[config.mk]
export PLATFORM = sky130hd
export DESIGN_NAME = layer_sequencer
export DESIGN_NICKNAME = d
export VERILOG_FILES = /design/src/rtl/layer_sequencer.sv
export SDC_FILE = /design/constraint.sdc
export NUM_CORES = 1
export LEC_CHECK = 0
export CELL_PAD_IN_SITES_DETAIL_PLACEMENT = 1
export CELL_PAD_IN_SITES_GLOBAL_PLACEMENT = 1
export CORE_AREA = 2 2 280 282
export CTS_CLUSTER_DIAMETER = 50
export DETAILED_ROUTE_END_ITERATION = 16
export DIE_AREA = 0 0 282 284
export PLACE_DENSITY = 0.86
export SLEW_MARGIN = 20
export SYNTH_ARGS = -nofsm -noshare
export SYNTH_HDL_FRONTEND = slang
export SYNTH_SLANG_ARGS = --single-unit
[constraint.sdc]
create_clock -name clk -period 4.2 [get_ports clk]
set_input_delay 0.84 -clock clk [delete_from_list [all_inputs] [get_ports clk]]
set_output_delay 0.84 -clock clk [all_outputs]
set_load 0.01 [all_outputs]
[src/rtl/layer_sequencer.sv]
// Layer sequencer: broadcasts an input vector to a layer of neurons, collects
// one result per neuron, then streams the results downstream in neuron order.
//
// state    | meaning
// ---------+-----------------------------------------------------------
// ST_IDLE  | waiting for the first beat of a vector
// ST_FEED  | accepting beats, broadcasting them to the neurons
// ST_WAIT  | all beats sent, waiting for neuron results (bounded)
// ST_DRAIN | streaming buffered results downstream
module layer_sequencer #(
    parameter int numWeight     = 784,
    parameter int numNeuron     = 30,
    parameter int dataWidth     = 16,
    parameter int timeoutCycles = 64
) (
    input  logic                           clk,
    input  logic                           rstn,
    input  logic [dataWidth-1:0]           s_data,
    input  logic                           s_valid,
    output logic                           s_ready,
    output logic [dataWidth-1:0]           nInput,
    output logic                           nInputValid,
    input  logic [numNeuron*dataWidth-1:0] nOutput,
    input  logic [numNeuron-1:0]           nOutputValid,
    output logic [dataWidth-1:0]           m_data,
    output logic                           m_valid,
    input  logic                           m_ready,
    output logic                           m_last,
    output logic                           busy,
    output logic                           err_timeout,
    output logic                           err_unexpected,
    input  logic                           clr_err
);

    localparam int IW = $clog2(numWeight);
    localparam int OW = (numNeuron > 1) ? $clog2(numNeuron) : 1;
    localparam int WW = (timeoutCycles > 1) ? $clog2(timeoutCycles) : 1;

    typedef enum logic [1:0] {ST_IDLE, ST_FEED, ST_WAIT, ST_DRAIN} state_t;

    state_t                r_state;
    state_t                w_state_next;
    logic [IW-1:0]         r_icnt;
    logic [WW-1:0]         r_wcnt;
    logic [OW-1:0]         r_ocnt;
    logic [OW-1:0]         w_ocnt_inc;
    logic [numNeuron-1:0]  r_mask;
    logic [dataWidth-1:0]  r_buf [numNeuron];
    logic [dataWidth-1:0]  r_n_input;
    logic                  r_n_valid;
    logic [dataWidth-1:0]  r_m_data;
    logic                  r_m_valid;
    logic                  r_m_last;
    logic                  r_err_timeout;
    logic                  r_err_unexpected;

    logic                  w_accept;
    logic                  w_last_beat;
    logic                  w_collect;
    logic [numNeuron-1:0]  w_new;
    logic [numNeuron-1:0]  w_dup;
    logic [numNeuron-1:0]  w_mask_next;
    logic                  w_complete;
    logic                  w_timeout;
    logic                  w_xfer_last;

    assign w_accept    = s_valid & s_ready;
    assign w_last_beat = w_accept && (r_state == ST_FEED) && (r_icnt == IW'(numWeight - 1));
    assign w_collect   = (r_state == ST_FEED) || (r_state == ST_WAIT);
    // Outside FEED/WAIT every neuron valid is unexpected; inside, only repeats are.
    assign w_new       = w_collect ? (nOutputValid & ~r_mask) : '0;
    assign w_dup       = w_collect ? (nOutputValid & r_mask) : nOutputValid;
    assign w_mask_next = r_mask | w_new;
    assign w_complete  = w_collect && (&w_mask_next);
    // Completion in the same cycle as the last WAIT cycle suppresses the timeout.
    assign w_timeout   = (r_state == ST_WAIT) && (r_wcnt == WW'(timeoutCycles - 1)) && !w_complete;
    assign w_xfer_last = (r_state == ST_DRAIN) && r_m_valid && m_ready && r_m_last;
    assign w_ocnt_inc  = r_ocnt + OW'(1);

    assign nInput         = r_n_input;
    assign nInputValid    = r_n_valid;
    assign m_data         = r_m_data;
    assign m_valid        = r_m_valid;
    assign m_last         = r_m_last;
    assign err_timeout    = r_err_timeout;
    assign err_unexpected = r_err_unexpected;

    // State register.
    always_ff @(posedge clk or negedge rstn) begin
        if (!rstn) r_state <= ST_IDLE;
        else       r_state <= w_state_next;
    end

    // Next-state decode plus state-derived handshake/status outputs.
    always_comb begin
        w_state_next = r_state;
        s_ready      = 1'b0;
        busy         = 1'b1;
        case (r_state)
            ST_IDLE: begin
                s_ready = 1'b1;
                busy    = 1'b0;
                if (w_accept) w_state_next = ST_FEED;
            end
            ST_FEED: begin
                s_ready = 1'b1;
                if (w_complete)       w_state_next = ST_DRAIN;
                else if (w_last_beat) w_state_next = ST_WAIT;
            end
            ST_WAIT: begin
                if (w_complete || w_timeout) w_state_next = ST_DRAIN;
            end
            ST_DRAIN: begin
                if (w_xfer_last) w_state_next = ST_IDLE;
            end
            default: w_state_next = ST_IDLE;
        endcase
    end

    // Input broadcast, beat counter and WAIT cycle counter.
    always_ff @(posedge clk or negedge rstn) begin
        if (!rstn) begin
            r_n_input <= '0;
            r_n_valid <= 1'b0;
            r_icnt    <= '0;
            r_wcnt    <= '0;
        end else begin
            r_n_valid <= w_accept;
            if (w_accept) begin
                r_n_input <= s_data;
                if (r_state == ST_IDLE)               r_icnt <= IW'(1);
                else if (r_icnt == IW'(numWeight - 1)) r_icnt <= '0;
                else                                   r_icnt <= r_icnt + IW'(1);
            end
            if (r_state == ST_WAIT) r_wcnt <= r_wcnt + WW'(1);
            else                    r_wcnt <= '0;
        end
    end

    // Result capture: first valid per neuron wins; buffers clear at vector start.
    always_ff @(posedge clk or negedge rstn) begin
        if (!rstn) begin
            r_mask <= '0;
            for (int i = 0; i < numNeuron; i++) r_buf[i] <= '0;
        end else if ((r_state == ST_IDLE) && w_accept) begin
            r_mask <= '0;
            for (int i = 0; i < numNeuron; i++) r_buf[i] <= '0;
        end else if (w_collect) begin
            r_mask <= w_mask_next;
            for (int i = 0; i < numNeuron; i++)
                if (w_new[i]) r_buf[i] <= nOutput[i*dataWidth +: dataWidth];
        end
    end

    // Downstream stream: first beat loads one cycle into DRAIN, then advances on handshake.
    always_ff @(posedge clk or negedge rstn) begin
        if (!rstn) begin
            r_ocnt    <= '0;
            r_m_data  <= '0;
            r_m_valid <= 1'b0;
            r_m_last  <= 1'b0;
        end else if (r_state == ST_DRAIN) begin
            if (!r_m_valid) begin
                r_m_valid <= 1'b1;
                r_m_data  <= r_buf[r_ocnt];
                r_m_last  <= (r_ocnt == OW'(numNeuron - 1));
            end else if (m_ready) begin
                if (r_m_last) begin
                    r_m_valid <= 1'b0;
                    r_m_last  <= 1'b0;
                    r_ocnt    <= '0;
                end else begin
                    r_ocnt   <= w_ocnt_inc;
                    r_m_data <= r_buf[w_ocnt_inc];
                    r_m_last <= (w_ocnt_inc == OW'(numNeuron - 1));
                end
            end
        end else begin
            r_m_valid <= 1'b0;
            r_m_last  <= 1'b0;
            r_ocnt    <= '0;
        end
    end

    // Sticky error flags; a set event beats a simultaneous clear.
    always_ff @(posedge clk or negedge rstn) begin
        if (!rstn) begin
            r_err_timeout    <= 1'b0;
            r_err_unexpected <= 1'b0;
        end else begin
            if (w_timeout)    r_err_timeout <= 1'b1;
            else if (clr_err) r_err_timeout <= 1'b0;
            if (|w_dup)       r_err_unexpected <= 1'b1;
            else if (clr_err) r_err_unexpected <= 1'b0;
        end
    end

endmodule

==> impl_metrics.env <==
export IMPL_routedWlPerCell_um=29.77
export IMPL_synth_warning_count=0
export IMPL_io_pins=570
export IMPL_max_freq_mhz=282.8
export IMPL_yosys_top_cells_area="dfrtp_1 46%, mux4_2 14%, nand2_1 14%, a21oi_1 8.5%, mux2i_1 2.0%"
export IMPL_synth_top_area_share=0.4553
export IMPL_crit_chain="inv_1, ha_4, buf_4, mux4_2, nand2_1, nand3_1, a21oi_1, o32ai_1"
export IMPL_clk_latency_ns=0.65
export IMPL_die_area_um2=80090
export IMPL_final_nets=4330
export IMPL_cts_sinks=570
export IMPL_pre_cts_slack_ns=0.6947
export IMPL_port_buffers=569
export IMPL_worstMarginPinSlew_ns=1.174
export IMPL_grt_util_met3=0.08604
export IMPL_clkPwrFrac=0.270
export IMPL_grt_busiest_layer="met2"
export IMPL_irDropWorstVdd_uv=304.9
export IMPL_critPathMaxFanout=33
export IMPL_num_rows=102
export IMPL_ys_seq_elements=570
export IMPL_ys_seq_area_frac=0.4553
export IMPL_drt_pass1_iter_count=6
export IMPL_grt_overflow_total=0
export IMPL_path_clk_slew_ns=0.06
export IMPL_slew_headroom=0.2170
export IMPL_cp_slowest_cell="ha_4"
export IMPL_postCtsSetupRepairBufs=0
export IMPL_initial_core_util=0.4071
export IMPL_fin_crit_ns=3.536
export IMPL_yosys_cell_types_count=68
export IMPL_dpl_hpwl_um=107300
export IMPL_routed_via_count=30550
export IMPL_setup_violations=0
export IMPL_globalRouteMet1Util=0.4390
export IMPL_yosysTopAreaCell="dfrtp_1"
export IMPL_layout_drive_gt1_share=0.1197
export IMPL_antenna_found_initial=14
export IMPL_start_kind="flip-flop"
export IMPL_grt_first_pass_wirelength_um=212300
export IMPL_syn_to_final_growth_pct=29.74
export IMPL_die_h_um=284
export IMPL_outcome="complete, no violations"
export IMPL_pwr_share_comb=0.373
export IMPL_timing_final_crit_share=0.8418
export IMPL_hold_viol_final=0
export IMPL_min_path_type="input port to async pin"
export IMPL_critical_path_arrival_ns=4.03
export IMPL_cts_resized_gates=0
export IMPL_ant_nets=0
export IMPL_drv_cap=0
export IMPL_drtIter0Drc=3196
export IMPL_synth_most_common_cell="nand2_1"
export IMPL_grt_pass1_vias=32210
export IMPL_p_leak_nw=16.32
export IMPL_synthArstFlopShare=1.000
export IMPL_h_tree_depth=3
export IMPL_gp_congestion=0.9956
export IMPL_grtUsageMet2=0.5763
export IMPL_setup_tns_ns=0
export IMPL_root_buffer="clkbuf_16"
export IMPL_path_delay_family="adder cells"
export IMPL_power_mw=26.47
export IMPL_slew_violations=0
export IMPL_worst_slack_ns=0.6642
export IMPL_cts_inserted_buffers=81
export IMPL_p_int_mw=15.43
export IMPL_die_w_um=282
export IMPL_drc_errors=0
export IMPL_power_switching_mw=11.03
export IMPL_clockBufferDepth=3
export IMPL_track_usage=0.3611
export IMPL_holdWs_ns=0.2835
export IMPL_worstPathRequired_ns=4.69
export IMPL_fillers=8513
export IMPL_power_frac_seq=0.358
export IMPL_skew_ns=0.02038
export IMPL_rsz0062_at_grt="false"
export IMPL_cp_end_kind="flip-flop"
export IMPL_postSynthCellCount=3324
export IMPL_syn_area_per_cell_um2=9.426
export IMPL_syn_area_um2=31330
export IMPL_syn_nets=3864
export IMPL_routed_wirelength_um=145900
export IMPL_synth_common_cells="1165 x nand2_1, 570 x dfrtp_1, 529 x a21oi_1"
export IMPL_slowest_delay_ns=0.75
export IMPL_synth_main_ff_cell="dfrtp_1"
export IMPL_worst_path_buf_inv=2
export IMPL_swShare=0.4168
export IMPL_synth_edf_count=0
export IMPL_core_um2=76960
export IMPL_cts_tree="done"
export IMPL_avgViaCountPerCell=6.233
export IMPL_grt_max_degree=152
export IMPL_power_density_nw_per_um2=651.1
export IMPL_path_class="flip-flop to flip-flop"
export IMPL_cts_hold_fix_buffers=0
==> sequential cells by signal, indices dropped and copies added, names as in the netlist <==
name            cells
r_buf             480
r_mask             30
m_data             16
nInput             16
r_icnt             10
r_wcnt              6
r_ocnt              5
r_state             2
err_timeout         1
err_unexpected      1
m_last              1
m_valid             1
nInputValid         1
==> stage by stage <==
stage            util  area (um^2)  instances
4_1_cts        0.5279        40620       4891
6_report       0.5282        40650       4901
5_1_grt        0.5281        40640       4897
3_5_place_dp   0.4919        37850       4747
2_1_floorplan       -        31330       3324
3_3_place_gp   0.4917        37840       4747
==> cells by family after synthesis <==
logic type                 synth area share
buffers and inverters               0.04261
muxes                                0.1783
DFF                                  0.4553
and+or+nand+nor                      0.1827
adders and majority gates          0.003594
AOI/OAI and AO/OA                    0.1317
xor gates and xnor gates           0.005791
==> worst paths after layout <==
path                       cells past startpoint         end  slack, ns      start
setup / recovery                               8  m_data[15]       0.66  r_ocnt[1]
hold / removal                                 1  r_buf[409]       0.28       rstn
setup reg to reg                               8  m_data[15]       0.66  r_ocnt[1]
hold reg to reg                                1   r_wcnt[0]       0.47  r_wcnt[0]
max in group asynchronous                      3   r_icnt[4]       2.78       rstn
min in group clk                               1   r_wcnt[0]       0.47  r_wcnt[0]
==> per-layer routing <==
metal,share of wire,up-vias
met4,0.073,6
met1,0.36,15520
met5,0.00032,-
met2,0.47,1928
met3,0.095,514
li1,-,12580
==> power by group through the flow <==
stage / registers [mW] / logic, mW / clock network [mW]
final: 9.47 / 9.86 / 7.13
after detailed placement: 9.35 / 9.58 / 0
after CTS: 9.31 / 9.72 / 7.17
after global placement: 9.22 / 9.20 / 0
after floorplan: 8.33 / 6.08 / 0
after global routing: 9.52 / 10.6 / 7.39
==> final cells by class <==
type | instances | area, um^2 | area share
sequential | 570 | 14270 | 0.3512
antenna | 10 | 25.02 | 0.0006156
clock inverter | 48 | 553.0 | 0.01361
clock buffer | 96 | 2216 | 0.05451
multi-input combinational | 2484 | 15790 | 0.3885
timing repair buffer | 638 | 6431 | 0.1582
tap | 1040 | 1301 | 0.03201
inverter | 15 | 56.30 | 0.001385
==> cells in the final DEF (no fill, tap or decap), types with 50 or more instances in the layout <==
| master | n |
|---|---|
| nand2_1 | 1165 |
| clkdlybuf4s50_1 | 568 |
| dfrtp_1 | 567 |
| a21oi_1 | 529 |
| mux4_2 | 200 |
| nor2_1 | 128 |
| clkbuf_16 | 83 |
| mux2i_1 | 64 |
| buf_4 | 52 |
| o21ai_0 | 50 |
Power figures use the tool's default switching activity.
